--- config.mk ---
export PLATFORM = sky130hd
export DESIGN_NAME = noc_packet_consumer
export DESIGN_NICKNAME = d
export VERILOG_FILES = /design/src/rtl/noc_packet_consumer.sv
export SDC_FILE = /design/constraint.sdc
export NUM_CORES = 1
export LEC_CHECK = 0
export CAP_MARGIN = 20
export CORE_MARGIN = 2
export CORE_UTILIZATION = 55
export CTS_CLUSTER_DIAMETER = 150
export DETAILED_ROUTE_END_ITERATION = 7
export HOLD_SLACK_MARGIN = 0.06
export PLACE_DENSITY = 0.91
export SETUP_SLACK_MARGIN = 0.05
export SLEW_MARGIN = 25
export SYNTH_ARGS = -nofsm -noshare
export SYNTH_HDL_FRONTEND = slang
export SYNTH_SLANG_ARGS = --single-unit
--- constraint.sdc ---
create_clock -name clk_noc -period 9.15 [get_ports clk_noc]
set_input_delay 1.83 -clock clk_noc [delete_from_list [all_inputs] [get_ports clk_noc]]
set_output_delay 1.83 -clock clk_noc [all_outputs]
set_load 0.02 [all_outputs]
--- src/rtl/noc_packet_consumer.sv ---
// NoC receive-side unpacker: flits (hdr/body/tail/headtail) to a 1-byte AXI Stream with TID/TDEST/TLAST.
// Optional protocol checking enabled by defining NOC_PACKET_CONSUMER_PROTO_CHECK_EN.
module noc_packet_consumer #(
    parameter int unsigned NocDataWidth             = 64,
    parameter int unsigned flitTypeSize             = 2,
    parameter int unsigned NocVirtualChannelIdWidth = 3,
    parameter int unsigned TIdWidth                 = 8,
    parameter int unsigned TDestWidth               = 11
) (
    input  logic                                clk_noc,
    input  logic                                rst_noc,
    input  logic [NocDataWidth-1:0]             network_flit_i,
    input  logic [flitTypeSize-1:0]             network_flit_type_i,
    input  logic [NocVirtualChannelIdWidth-1:0] network_vc_i,
    input  logic                                network_valid_i,
    output logic                                network_ready_o,
    output logic [7:0]                          m_axis_tdata,
    output logic                                m_axis_tvalid,
    input  logic                                m_axis_tready,
    output logic                                m_axis_tlast,
    output logic [TIdWidth-1:0]                 m_axis_tid,
    output logic [TDestWidth-1:0]               m_axis_tdest,
    output logic                                proto_error_o
);

    localparam logic [1:0] FtHdr  = 2'b00;
    localparam logic [1:0] FtBody = 2'b01;
    localparam logic [1:0] FtTail = 2'b10;
    localparam logic [1:0] FtHt   = 2'b11;

    typedef enum logic [0:0] {ST_IDLE, ST_OPEN} state_e;

    state_e                    state_q, state_d;
    logic [NocDataWidth-1:0]   fbuf_q, fbuf_d;
    logic [flitTypeSize-1:0]   ftype_q, ftype_d;
    logic                      fbuf_valid_q, fbuf_valid_d;
    logic [2:0]                idx_q, idx_d;
    logic [7:0]                hold_q, hold_d;
    logic                      hold_valid_q, hold_valid_d;
    logic [TIdWidth-1:0]       tid_lat_q, tid_lat_d;
    logic [TDestWidth-1:0]     tdest_lat_q, tdest_lat_d;
    logic                      ready_q, ready_d;
    logic                      tvalid_q, tvalid_d;
    logic [7:0]                tdata_q, tdata_d;
    logic                      tlast_q, tlast_d;
    logic [TIdWidth-1:0]       tid_q, tid_d;
    logic [TDestWidth-1:0]     tdest_q, tdest_d;
    logic                      err_q, err_d;

    logic                      is_hdr_c, is_body_c, is_tail_c, is_ht_c, is_start_c, holds_c;
    logic [6:0]                pad_c;
    logic [3:0]                n_c;
    logic [3:0]                idx_ext_c;
    logic                      pad_ok_c, last_bit_c, bad_c, load_ok_c, flit_done_c;
    logic [7:0]                byte_c [8];
    logic                      beat_c, beat_last_c;
    logic [7:0]                beat_data_c;
    logic [TIdWidth-1:0]       beat_tid_c;
    logic [TDestWidth-1:0]     beat_tdest_c;
    logic                      unused_c;

    assign unused_c = ^{network_vc_i, pad_ok_c, last_bit_c};

    // Decode of the buffered flit: type, valid byte count, pad contiguity
    always_comb begin
        is_hdr_c   = (ftype_q == FtHdr);
        is_body_c  = (ftype_q == FtBody);
        is_tail_c  = (ftype_q == FtTail);
        is_ht_c    = (ftype_q == FtHt);
        is_start_c = is_hdr_c || is_ht_c;
        holds_c    = is_hdr_c || is_body_c;
        for (int i = 0; i < 8; i++) begin
            byte_c[i] = fbuf_q[8*i +: 8];
        end
        if (is_start_c) begin
            pad_c = {3'b111, fbuf_q[35:32]};
        end else if (is_tail_c) begin
            pad_c = fbuf_q[62:56];
        end else begin
            pad_c = 7'h00;
        end
        last_bit_c = is_start_c ? fbuf_q[36] : fbuf_q[63];
        n_c = 4'd7;
        for (int i = 6; i >= 0; i--) begin
            if (pad_c[i]) begin
                n_c = 4'(i);
            end
        end
        if (is_body_c) begin
            n_c = 4'd8;
        end
        pad_ok_c  = (pad_c == (7'h7F << n_c));
        idx_ext_c = {1'b0, idx_q};
`ifdef NOC_PACKET_CONSUMER_PROTO_CHECK_EN
        bad_c = ((is_body_c || is_tail_c) && (state_q == ST_IDLE)) || !pad_ok_c
              || (is_start_c && (n_c == 4'd0)) || (is_tail_c && !last_bit_c);
`else
        bad_c = 1'b0;
`endif
    end

    assign load_ok_c = !tvalid_q || m_axis_tready;

    // Packet FSM, holdback register and beat selection
    always_comb begin
        state_d      = state_q;
        fbuf_d       = fbuf_q;
        ftype_d      = ftype_q;
        fbuf_valid_d = fbuf_valid_q;
        idx_d        = idx_q;
        hold_d       = hold_q;
        hold_valid_d = hold_valid_q;
        tid_lat_d    = tid_lat_q;
        tdest_lat_d  = tdest_lat_q;
        err_d        = err_q;
        flit_done_c  = 1'b0;
        beat_c       = 1'b0;
        beat_data_c  = 8'h00;
        beat_last_c  = 1'b0;
        beat_tid_c   = tid_lat_q;
        beat_tdest_c = tdest_lat_q;

        if (fbuf_valid_q) begin
            if (bad_c) begin
                fbuf_valid_d = 1'b0;
                idx_d        = 3'd0;
                err_d        = 1'b1;
            end else if (is_start_c && hold_valid_q) begin
                // Header arrived while a packet is open: close it with the held byte
`ifdef NOC_PACKET_CONSUMER_PROTO_CHECK_EN
                err_d = 1'b1;
`endif
                if (load_ok_c) begin
                    beat_c       = 1'b1;
                    beat_data_c  = hold_q;
                    beat_last_c  = 1'b1;
                    hold_valid_d = 1'b0;
                    state_d      = ST_IDLE;
                end
            end else if (hold_valid_q) begin
                if (load_ok_c) begin
                    beat_c       = 1'b1;
                    beat_data_c  = hold_q;
                    beat_last_c  = is_tail_c && (n_c == 4'd0);
                    hold_valid_d = 1'b0;
                    flit_done_c  = beat_last_c;
                end
            end else if (n_c == 4'd0) begin
                flit_done_c = 1'b1;
            end else if (holds_c && (idx_ext_c == n_c - 4'd1)) begin
                hold_d       = byte_c[idx_q];
                hold_valid_d = 1'b1;
                flit_done_c  = 1'b1;
            end else if (load_ok_c) begin
                beat_c      = 1'b1;
                beat_data_c = byte_c[idx_q];
                beat_last_c = !holds_c && (idx_ext_c == n_c - 4'd1);
                if (is_start_c) begin
                    beat_tid_c   = fbuf_q[37 +: TIdWidth];
                    beat_tdest_c = fbuf_q[45 +: TDestWidth];
                end
                if (holds_c && (idx_ext_c == n_c - 4'd2)) begin
                    hold_d       = byte_c[idx_q + 3'd1];
                    hold_valid_d = 1'b1;
                    flit_done_c  = 1'b1;
                end else if (beat_last_c) begin
                    flit_done_c = 1'b1;
                end else begin
                    idx_d = idx_q + 3'd1;
                end
            end
            if (flit_done_c) begin
                fbuf_valid_d = 1'b0;
                idx_d        = 3'd0;
                state_d      = holds_c ? ST_OPEN : ST_IDLE;
                if (is_start_c) begin
                    tid_lat_d   = fbuf_q[37 +: TIdWidth];
                    tdest_lat_d = fbuf_q[45 +: TDestWidth];
                end
            end
        end else if (network_valid_i && ready_q) begin
            fbuf_d       = network_flit_i;
            ftype_d      = network_flit_type_i;
            fbuf_valid_d = 1'b1;
            idx_d        = 3'd0;
        end
    end

    // AXI Stream output stage
    always_comb begin
        tvalid_d = tvalid_q;
        tdata_d  = tdata_q;
        tlast_d  = tlast_q;
        tid_d    = tid_q;
        tdest_d  = tdest_q;
        ready_d  = !fbuf_valid_d;
        if (load_ok_c) begin
            tvalid_d = beat_c;
            if (beat_c) begin
                tdata_d = beat_data_c;
                tlast_d = beat_last_c;
                tid_d   = beat_tid_c;
                tdest_d = beat_tdest_c;
            end
        end
    end

    always_ff @(posedge clk_noc) begin
        if (rst_noc) begin
            state_q      <= ST_IDLE;
            fbuf_q       <= '0;
            ftype_q      <= '0;
            fbuf_valid_q <= 1'b0;
            idx_q        <= 3'd0;
            hold_q       <= 8'h00;
            hold_valid_q <= 1'b0;
            tid_lat_q    <= '0;
            tdest_lat_q  <= '0;
            ready_q      <= 1'b0;
            tvalid_q     <= 1'b0;
            tdata_q      <= 8'h00;
            tlast_q      <= 1'b0;
            tid_q        <= '0;
            tdest_q      <= '0;
            err_q        <= 1'b0;
        end else begin
            state_q      <= state_d;
            fbuf_q       <= fbuf_d;
            ftype_q      <= ftype_d;
            fbuf_valid_q <= fbuf_valid_d;
            idx_q        <= idx_d;
            hold_q       <= hold_d;
            hold_valid_q <= hold_valid_d;
            tid_lat_q    <= tid_lat_d;
            tdest_lat_q  <= tdest_lat_d;
            ready_q      <= ready_d;
            tvalid_q     <= tvalid_d;
            tdata_q      <= tdata_d;
            tlast_q      <= tlast_d;
            tid_q        <= tid_d;
            tdest_q      <= tdest_d;
            err_q        <= err_d;
        end
    end

    assign network_ready_o = ready_q;
    assign m_axis_tvalid   = tvalid_q;
    assign m_axis_tdata    = tdata_q;
    assign m_axis_tlast    = tlast_q;
    assign m_axis_tid      = tid_q;
    assign m_axis_tdest    = tdest_q;
    assign proto_error_o   = err_q;

endmodule

Word level (Yosys, flattened, before mapping) --
Index checks and enable logic that the tools add are counted.
Storage, ports and cells: output and inout bits 31, input bits 73, register bits after elaboration 128, word-level logic and storage cells 138
Cells by class: add/sub/neg operators 3, reduce and logical (&&, ||, !) cells 23, equal/unequal tests 13, mux-type cells 77, bitwise logic cells 6, magnitude comparators 2
Operators with widths (number):
- 8-bit 2-to-1 mux | 18
- 11-bit 2-to-1 mux | 6
- 8-bit binary-select mux with 3-bit select | 2
- 1-bit 2-to-1 mux | 32
- 3-bit 2-to-1 mux | 10
- 4-bit 2-to-1 mux | 5
- 3-bit by 2-bit != test with 1-bit output, second input constant | 6
- 7-bit 2-to-1 mux | 2
- 3-bit by 4-bit == test with 1-bit output | 2
- 4-bit greater-or-equal comparator, second input constant | 2
- 3-bit NOT with 4-bit output | 2
- 2-bit AND reduction | 4
- 8-bit AND reduction | 1
- 1-bit logical AND | 6
- 6-bit AND reduction | 1
- 2-bit nonzero test | 3
- 2-bit == test, second input constant | 2
- 4-bit logical NOT | 1
- 2-bit 2-to-1 mux | 2
- 1-bit NOT | 4
- 4-bit by 1-bit subtractor with 4-bit output, second input constant | 1
- 4-bit by 2-bit subtractor with 4-bit output, second input constant | 1
- 3-bit by 1-bit adder with 3-bit output, second input constant | 1
- 1-bit logical NOT | 3
- 5 further kinds | 7

Longest topological paths before layout --
Gate-level depths: netlist of run 1.
depth in word-level cells 25, gate-level depth with buffers 19, depth with buffers taken out 15

Worst setup path before layout of run 1 --
OpenSTA, ideal clock, no wires.
path type register to register, start register ftype_q[0], end register idx_q[2], path buffers 1, setup slack 5.816 ns, arrival 3.216 ns, cell stages (with the launch flop) 15, library setup time 0.117 ns, data required time 9.033 ns, period minus slack after synthesis 3.334 ns, cells stage by stage dfxtp_1 -> inv_1 -> ha_1 -> buf_6 -> o211ai_1 -> and4_4 -> nand2b_1 -> ha_1 -> or2_2 -> a31oi_1 -> nand3_2 -> o32ai_4 -> o21ba_4 -> o311a_1 -> a32o_1
Between the ends: word-level cells in the longest chain between the ends 24, elaborated cells on any way between the ends 46, those cells by class add/sub: 2; eq/ne: 12; mux: 21; reduce/logical: 11
Ends and longest elaborated chain:
- start: declaration | RTL line 35 | logic [flitTypeSize-1:0] ftype_q, ftype_d;
- start signal: assignment | RTL line 229 | ftype_q <= ftype_d;
- 2-bit == test, or another cell as far along | RTL line 68 | is_tail_c = (ftype_q == FtTail);
- 7-bit 2-to-1 mux / 1-bit logical OR (equally long branches) | RTL line 77, 70
- 7-bit 2-to-1 mux | RTL line 75 | if (is_start_c) begin
- 1-bit 2-to-1 mux | RTL line 85 | if (pad_c[i]) begin
- 2-bit 2-to-1 mux (2 in a row) | RTL line 85
- 4-bit 2-to-1 mux (4 in a row) | RTL line 85
- 4-bit 2-to-1 mux | RTL line 89 | if (is_body_c) begin
- 4-bit by 1-bit subtractor with 4-bit output | RTL line 150, 157
- (+4 left out)
- 1-bit 2-to-1 mux | RTL line 154 | end else if (load_ok_c) begin
- 1-bit 2-to-1 mux | RTL line 150 | end else if (holds_c && (idx_ext_c == n_c - 4'd1)) begin
- 1-bit 2-to-1 mux | RTL line 148 | end else if (n_c == 4'd0) begin
- 1-bit 2-to-1 mux | RTL line 140 | end else if (hold_valid_q) begin
- 1-bit 2-to-1 mux | RTL line 128 | end else if (is_start_c && hold_valid_q) begin
- 1-bit 2-to-1 mux | RTL line 123 | if (fbuf_valid_q) begin
- 3-bit by 2-bit != test with 1-bit output (no source line), or another cell as far along
- 8-bit AND reduction (no source line) / 3-bit 2-to-1 mux (equally long branches)
- end signal: assignment | RTL line 231 | idx_q <= idx_d;
- end: declaration | RTL line 37 | logic [2:0] idx_q, idx_d;
Several ways; a longest one is shown, not always the timed one. The select of a mux whose other input is x is not followed. A chain may end at the register's enable or synchronous reset.

Worst setup path in the final report of run 1 --
start register ftype_q[0], end register tdest_lat_q[3]
Between the ends: word-level cells in the longest chain between the ends 23, elaborated cells on any way between the ends 38, those cells by class add/sub: 2; eq/ne: 5; mux: 20; reduce/logical: 11
Ends and longest elaborated chain:
- 2-bit == test, or another cell as far along | RTL line 68
- 7-bit 2-to-1 mux / 1-bit logical OR (equally long branches) | RTL line 77, 70
- 7-bit 2-to-1 mux | RTL line 75
- 1-bit 2-to-1 mux | RTL line 85
- 2-bit 2-to-1 mux (2 in a row) | RTL line 85
- 4-bit 2-to-1 mux (4 in a row) | RTL line 85
- 4-bit 2-to-1 mux | RTL line 89
- 4-bit by 1-bit subtractor with 4-bit output | RTL line 150, 157
- (+3 left out)
- 1-bit 2-to-1 mux | RTL line 162 | if (holds_c && (idx_ext_c == n_c - 4'd2)) begin
- 1-bit 2-to-1 mux | RTL line 154
- 1-bit 2-to-1 mux | RTL line 150
- 1-bit 2-to-1 mux | RTL line 148
- 1-bit 2-to-1 mux | RTL line 140
- 1-bit 2-to-1 mux | RTL line 128
- 1-bit 2-to-1 mux | RTL line 123
- 2-bit AND reduction (no source line)
- end signal: assignment | RTL line 235 | tdest_lat_q <= tdest_lat_d;
- end: declaration | RTL line 41 | logic [TDestWidth-1:0] tdest_lat_q, tdest_lat_d;
Several ways; a longest one is shown, not always the timed one. The select of a mux whose other input is x is not followed.

==> results.sh, run 1 <==
export IMPL_h_tree_depth=4
export IMPL_cp_num_buf_inv=1
export IMPL_dp_slack_ps=4560
export IMPL_cp_slowest_cell="o21bai_2"
export IMPL_rows=38
export IMPL_cts_tree="yes"
export IMPL_dp_hpwl_microns=11600
export IMPL_clock_sinks=128
export IMPL_synth_area_top_cells="dfxtp_1, mux4_2, nand2_1"
export IMPL_syn_area_sq_um=6250
export IMPL_cp_cell_sequence="inv_1, ha_1, nand2_1, a211oi_1, o21ai_1, nand2_1, ha_1, xor2_1, nor2_1, mux2i_1, nand3_2, mux2_4, o21bai_2, nand3_1, a21oi_1"
export IMPL_reg2regPathDepth=15
export IMPL_rsz0062_at_grt="false"
export IMPL_ys_ff_latch=128
export IMPL_drt_initial_drc_count=710
export IMPL_rrSetupSlack_ps=4490
export IMPL_final_common_cell="nand2_1"
export IMPL_p_switching_mw=0.500
export IMPL_cts_resized=0
export IMPL_p_int_mw=1.20
export IMPL_place_gp_congestion=0.856
export IMPL_initial_core_util=0.569
export IMPL_cp_endpoint="tdest_lat_q[3]"
export IMPL_nets=838
export IMPL_fin_crit_sh=0.509
export IMPL_power_share_sequential=0.373
export IMPL_crit_type="reg -> reg"
export IMPL_post_synth_cell_area_avg_sq_um=9.09
export IMPL_core_sq_um=11000
export IMPL_clock_latency_ps=420
export IMPL_grt_start_max_net_pins=110
export IMPL_die_area_sq_um=12200
export IMPL_area_growth_pct=25.6
export IMPL_regArea_sq_um=2570
export IMPL_hp_class="reg -> reg"
export IMPL_design_area_sq_um=7860
export IMPL_skew_ps=9.51
export IMPL_fin_cells=909
export IMPL_overflow=0
export IMPL_drt_first_pass_iters=6
export IMPL_crit_path_max_incr_delay_ps=760
export IMPL_synthCells=688
export IMPL_dp_cells=878
export IMPL_antenna_found_initial=0
export IMPL_crit_start="ftype_q[0]"
export IMPL_finalHoldViolations=0
export IMPL_clk_pin_slew_ps=60
export IMPL_multiInputGateArea_sq_um=3430
export IMPL_arrival_ps=4980
export IMPL_ctsHoldBuffers=0
export IMPL_crit_family="compound AO/OA/AOI/OAI gates"
export IMPL_synth_edff_count=0
export IMPL_hold_depth=1
export IMPL_first_global_vias=5826
export IMPL_postPlaceCellArea_sq_um=7220
export IMPL_ctsRootBufferMaster="clkbuf_16"
export IMPL_cts_setup_buffers=0
export IMPL_cts_buffer_depth=2
export IMPL_peakVddDrop_mv=0.131
export IMPL_hold_ws_ps=450
export IMPL_synth_top_cell_area_share=0.410
export IMPL_wire_per_inst_microns=20.7
export IMPL_antenna_cells=0
export IMPL_yosysSeqAreaShare=0.410
export IMPL_power_share_clock=0.422
export IMPL_fillers=728
export IMPL_crit_path_end_kind="register"
export IMPL_drv_slew=0
export IMPL_power_mw=1.70
export IMPL_slew_headroom=0.280
export IMPL_p_comb_frac=0.205
export IMPL_drv_cap=0
export IMPL_clock_fmax_mhz=215
export IMPL_r2r_start="ftype_q[0]"
export IMPL_ys_async_sr_fraction=0
export IMPL_drc=0
export IMPL_timing_rr_end="tdest_lat_q[3]"
export IMPL_synth_cell_type_count=57
export IMPL_final_antenna_net_count=0
export IMPL_sw_frac_of_total=0.294
export IMPL_cp_num_cells=15
export IMPL_fin_util=0.715
export IMPL_cp_max_fo=19
export IMPL_layout_cells_most_common_list="nand2_1, dfxtp_1, clkdlybuf4s50_1"
export IMPL_portBuffers=99
export IMPL_grt_total_usage=0.300
export IMPL_ys_flop_type="dfxtp_1"
export IMPL_yosysWarnings=0
export IMPL_required_ps=9470
export IMPL_wirelength_microns=18800
export IMPL_power_leakage_nw=2.99
export IMPL_fin_tns_setup_ps=0
export IMPL_vias_per_cell=6.56
export IMPL_fp_dieW_microns=111
export IMPL_final_layout_size_suffix_gt1_frac=0.117
export IMPL_setup_viol=0
export IMPL_ios=104
export IMPL_cp_start_kind="register"
export IMPL_power_density_nw_per_um2=217
export IMPL_syn_num_nets=768
export IMPL_fin_crit_ps=4660
export IMPL_worst_pin_slew_ps=1080
export IMPL_yosysTopAreaCell="dfxtp_1"
export IMPL_setup_slack_ps=4490
export IMPL_die_y_microns=111
export IMPL_num_vias=5964
export IMPL_grt_pass1_wl_microns=29600
export IMPL_outcome="completed"
export IMPL_cts_buffers=17
-- power groups by stage --
stage,Sequential (mW),Combinational [mW],Clock (mW)
final,0.634,0.349,0.718
after CTS,0.631,0.339,0.714
after global placement,0.639,0.318,0
after global routing,0.637,0.372,0.742
after detailed placement,0.642,0.330,0
after floorplan,0.629,0.240,0
-- worst reg2reg max path, stage by stage (launching register included) --
cell      delay, ps
dfxtp_1         350
inv_1            80
ha_1            620
nand2_1         170
a211oi_1        550
o21ai_1         250
nand2_1         140
ha_1            190
xor2_1          230
nor2_1           70
mux2i_1         170
nand3_2         180
mux2_4          350
o21bai_2        760
nand3_1         200
a21oi_1         270
-- Yosys cell counts (all sizes together), types with 2 or more instances --
library cell / count
a2111oi: 8
a211oi: 4
a21o: 19
a21oi: 89
a22o: 19
a31oi: 3
and3: 5
buf: 17
clkbuf: 37
dfxtp: 128
ha: 7
inv: 8
mux2i: 34
mux4: 32
nand2: 148
nand2b: 5
nand3: 25
nor2: 35
nor2b: 4
nor3: 3
o211ai: 4
o21ai: 25
o21bai: 3
or2: 3
xnor2: 2
xor2: 2
-- worst min-delay path by stage --
| stage | start | end | slack (ps) |
|---|---|---|---|
| 3_3_place_gp | m_axis_tdest[8] | m_axis_tdest[8] | 440 |
| 6_report | m_axis_tid[5] | m_axis_tid[5] | 450 |
| 5_1_grt | m_axis_tdest[7] | m_axis_tdest[7] | 470 |
| 4_1_cts | m_axis_tdest[8] | m_axis_tdest[8] | 460 |
| 3_5_place_dp | m_axis_tid[5] | m_axis_tid[5] | 440 |
| 2_1_floorplan | fbuf_q[16] | fbuf_q[16] | 440 |
-- per-layer routing --
layer / wire length [microns] / up-vias / global-route usage
met3: 1980 / 97 / 0.0598
met5: 0 / - / 0
met1: 6720 / 2799 / 0.361
met2: 9160 / 470 / 0.515
li1: - / 2598 / -
met4: 922 / 0 / 0.143
-- state kept, by name (all words and copies together) (netlist names) --
signal,flops
fbuf_q,64
network_ready_o,1
m_axis_tid,8
m_axis_tdest,11
m_axis_tvalid,1
fbuf_valid_q,1
m_axis_tlast,1
m_axis_tdata,8
tid_lat_q,8
hold_q,8
idx_q,3
hold_valid_q,1
tdest_lat_q,11
ftype_q,2
-- layout make-up --
type	count	share of cell area
Clock inverter	10	0.0204
Multi-Input combinational cell	498	0.437
Tap cell	140	0.0223
Clock buffer	20	0.0581
Inverter	8	0.00382
Timing Repair Buffer	105	0.132
Sequential cell	128	0.327
-- cell families (layout without fill, tap and decap cells) --
group           Yosys count  in the layout  synth area share
simple gates            234            234             0.160
compound gates          185            185             0.193
flops                   128            128             0.410
mux                      67             67             0.172
buf+inv                  62            143            0.0450
fa+ha+maj                 7              7            0.0140
xor+xnor                  4              4           0.00560
other cells               1              1          0.000600
Note: power is estimated with default switching activity, not from simulation.
==> run 2, diff against run 1 <==
Settings changed: CORE_UTILIZATION 55 to 48, PLACE_DENSITY 0.91 to 0.85.
Clock period 9.15 ns to 4 ns, I/O delays scaled along.
==> results.sh, run 2 (same netlist as run 1, synthesis figures left out) <==
export IMPL_power_leakage_nw=3.03
export IMPL_dp_cells=918
export IMPL_fin_crit_ps=3710
export IMPL_fin_util=0.629
export IMPL_antenna_cells=0
export IMPL_cp_max_fo=23
export IMPL_skew_ps=9.08
export IMPL_design_area_sq_um=7980
export IMPL_drv_cap=0
export IMPL_regMostFlops="fbuf_q"
export IMPL_fin_cells=951
export IMPL_wirelength_microns=17700
export IMPL_fin_crit_sh=0.929
export IMPL_largest_reg_flops=64
export IMPL_rsz0062_at_grt="false"
export IMPL_die_y_microns=118
export IMPL_setup_viol=0
export IMPL_clock_latency_ps=420
export IMPL_fp_dieW_microns=118
export IMPL_portBuffers=99
export IMPL_initial_core_util=0.494
export IMPL_ctsRootBufferMaster="clkbuf_16"
export IMPL_area_growth_pct=27.5
export IMPL_wire_per_inst_microns=18.6
export IMPL_crit_path_end_kind="register"
export IMPL_core_sq_um=12700
export IMPL_vias_per_cell=5.98
export IMPL_dp_slack_ps=74.9
export IMPL_power_density_nw_per_um2=488
export IMPL_place_gp_congestion=0.857
export IMPL_cts_buffer_depth=2
export IMPL_drc=0
export IMPL_antenna_found_initial=0
export IMPL_first_global_vias=5544
export IMPL_hold_depth=1
export IMPL_clock_sinks=128
export IMPL_final_layout_size_suffix_gt1_frac=0.132
export IMPL_peakVddDrop_mv=0.259
export IMPL_clk_pin_slew_ps=60
export IMPL_overflow=0
export IMPL_min_to="m_axis_tdest[0]"
export IMPL_r2r_start="ftype_q[0]"
export IMPL_cp_start_kind="register"
export IMPL_nets=846
export IMPL_postPlaceCellArea_sq_um=7320
export IMPL_drt_initial_drc_count=559
export IMPL_drv_slew=0
export IMPL_rows=41
export IMPL_rrSetupSlack_ps=290
export IMPL_outcome="completed"
export IMPL_slew_headroom=0.395
export IMPL_clock_fmax_mhz=269
export IMPL_die_area_sq_um=14000
export IMPL_grt_start_max_net_pins=74
export IMPL_cts_buffers=17
export IMPL_dp_hpwl_microns=11500
export IMPL_arrival_ps=4030
export IMPL_drt_first_pass_iters=5
export IMPL_hold_start="m_axis_tdest[0]"
export IMPL_crit_type="reg -> reg"
export IMPL_final_antenna_net_count=0
export IMPL_fin_tns_setup_ps=0
export IMPL_reg2regPathDepth=13
export IMPL_required_ps=4310
export IMPL_setup_slack_ps=286
export IMPL_cts_tree="yes"
export IMPL_hp_class="reg -> reg"
export IMPL_h_tree_depth=4
export IMPL_hold_ws_ps=448
export IMPL_num_vias=5687
export IMPL_timing_rr_end="idx_q[2]"
export IMPL_finalHoldViolations=0
export IMPL_power_mw=3.89
export IMPL_grt_total_usage=0.262
export IMPL_layout_cells_most_common_list="nand2_1, dfxtp_1, clkdlybuf4s50_1"
export IMPL_ios=104
export IMPL_final_common_cell="nand2_1"
export IMPL_grt_pass1_wl_microns=28800
export IMPL_worst_pin_slew_ps=907
run 2: layout make-up:
class / instances / area, sq um
Clock buffer: 17 / 425
Timing Repair Buffer: 113 / 1090
Multi-Input combinational cell: 498 / 3440
Inverter: 8 / 30.0
Sequential cell: 128 / 2560
Fill cell: 974 / 4700
Tap cell: 172 / 215
Clock inverter: 15 / 205
run 2: critical path, cell delays in order, from the launching register on:
cell	delay (ps)
dfxtp_1	370
inv_1	110
ha_4	320
and3_1	220
nor3_2	220
nand3_1	220
ha_1	280
or2_2	280
a31oi_1	210
nand3_2	160
mux2_4	330
o21ba_4	310
o2111a_1	300
a32o_1	260
run 2: layer usage:
layer / track usage / up-vias / wire length, microns
li1: - / 2618 / -
met2: 0.428 / 310 / 8790
met3: 0.0642 / 59 / 1420
met4: 0.136 / 0 / 758
met5: 0 / - / 0
met1: 0.319 / 2700 / 6750
run 2: worst max-delay path by stage:
stage | depth (start not counted) | from | endpoint | slack [ps]
4_1_cts | 13 | ftype_q[0] | idx_q[2] | 160
5_1_grt | 14 | ftype_q[0] | idx_q[2] | 80
3_3_place_gp | 13 | ftype_q[0] | idx_q[2] | 170
6_report | 13 | ftype_q[0] | idx_q[2] | 290
3_5_place_dp | 13 | ftype_q[0] | idx_q[2] | 70
2_1_floorplan | 14 | ftype_q[0] | idx_q[2] | 670
run 2: repair_timing:
item / CTS / global route
buffers inserted: 0 / 1
endpoints found under the setup margin: 1 / 59
hold buffers: 0 / 0
pin swaps: 0 / 1
hold endpoints to repair: 0 / 0
resized for setup: 1 / 3
run 2: power breakdown:
| part | switching (mW) | internal, mW | leakage [nW] |
|---|---|---|---|
| Combinational | 0.470 | 0.350 | 1.69 |
| Clock | 0.601 | 1.05 | 0.301 |
| Sequential | 0.0781 | 1.35 | 1.04 |
| Total | 1.15 | 2.75 | 3.03 |
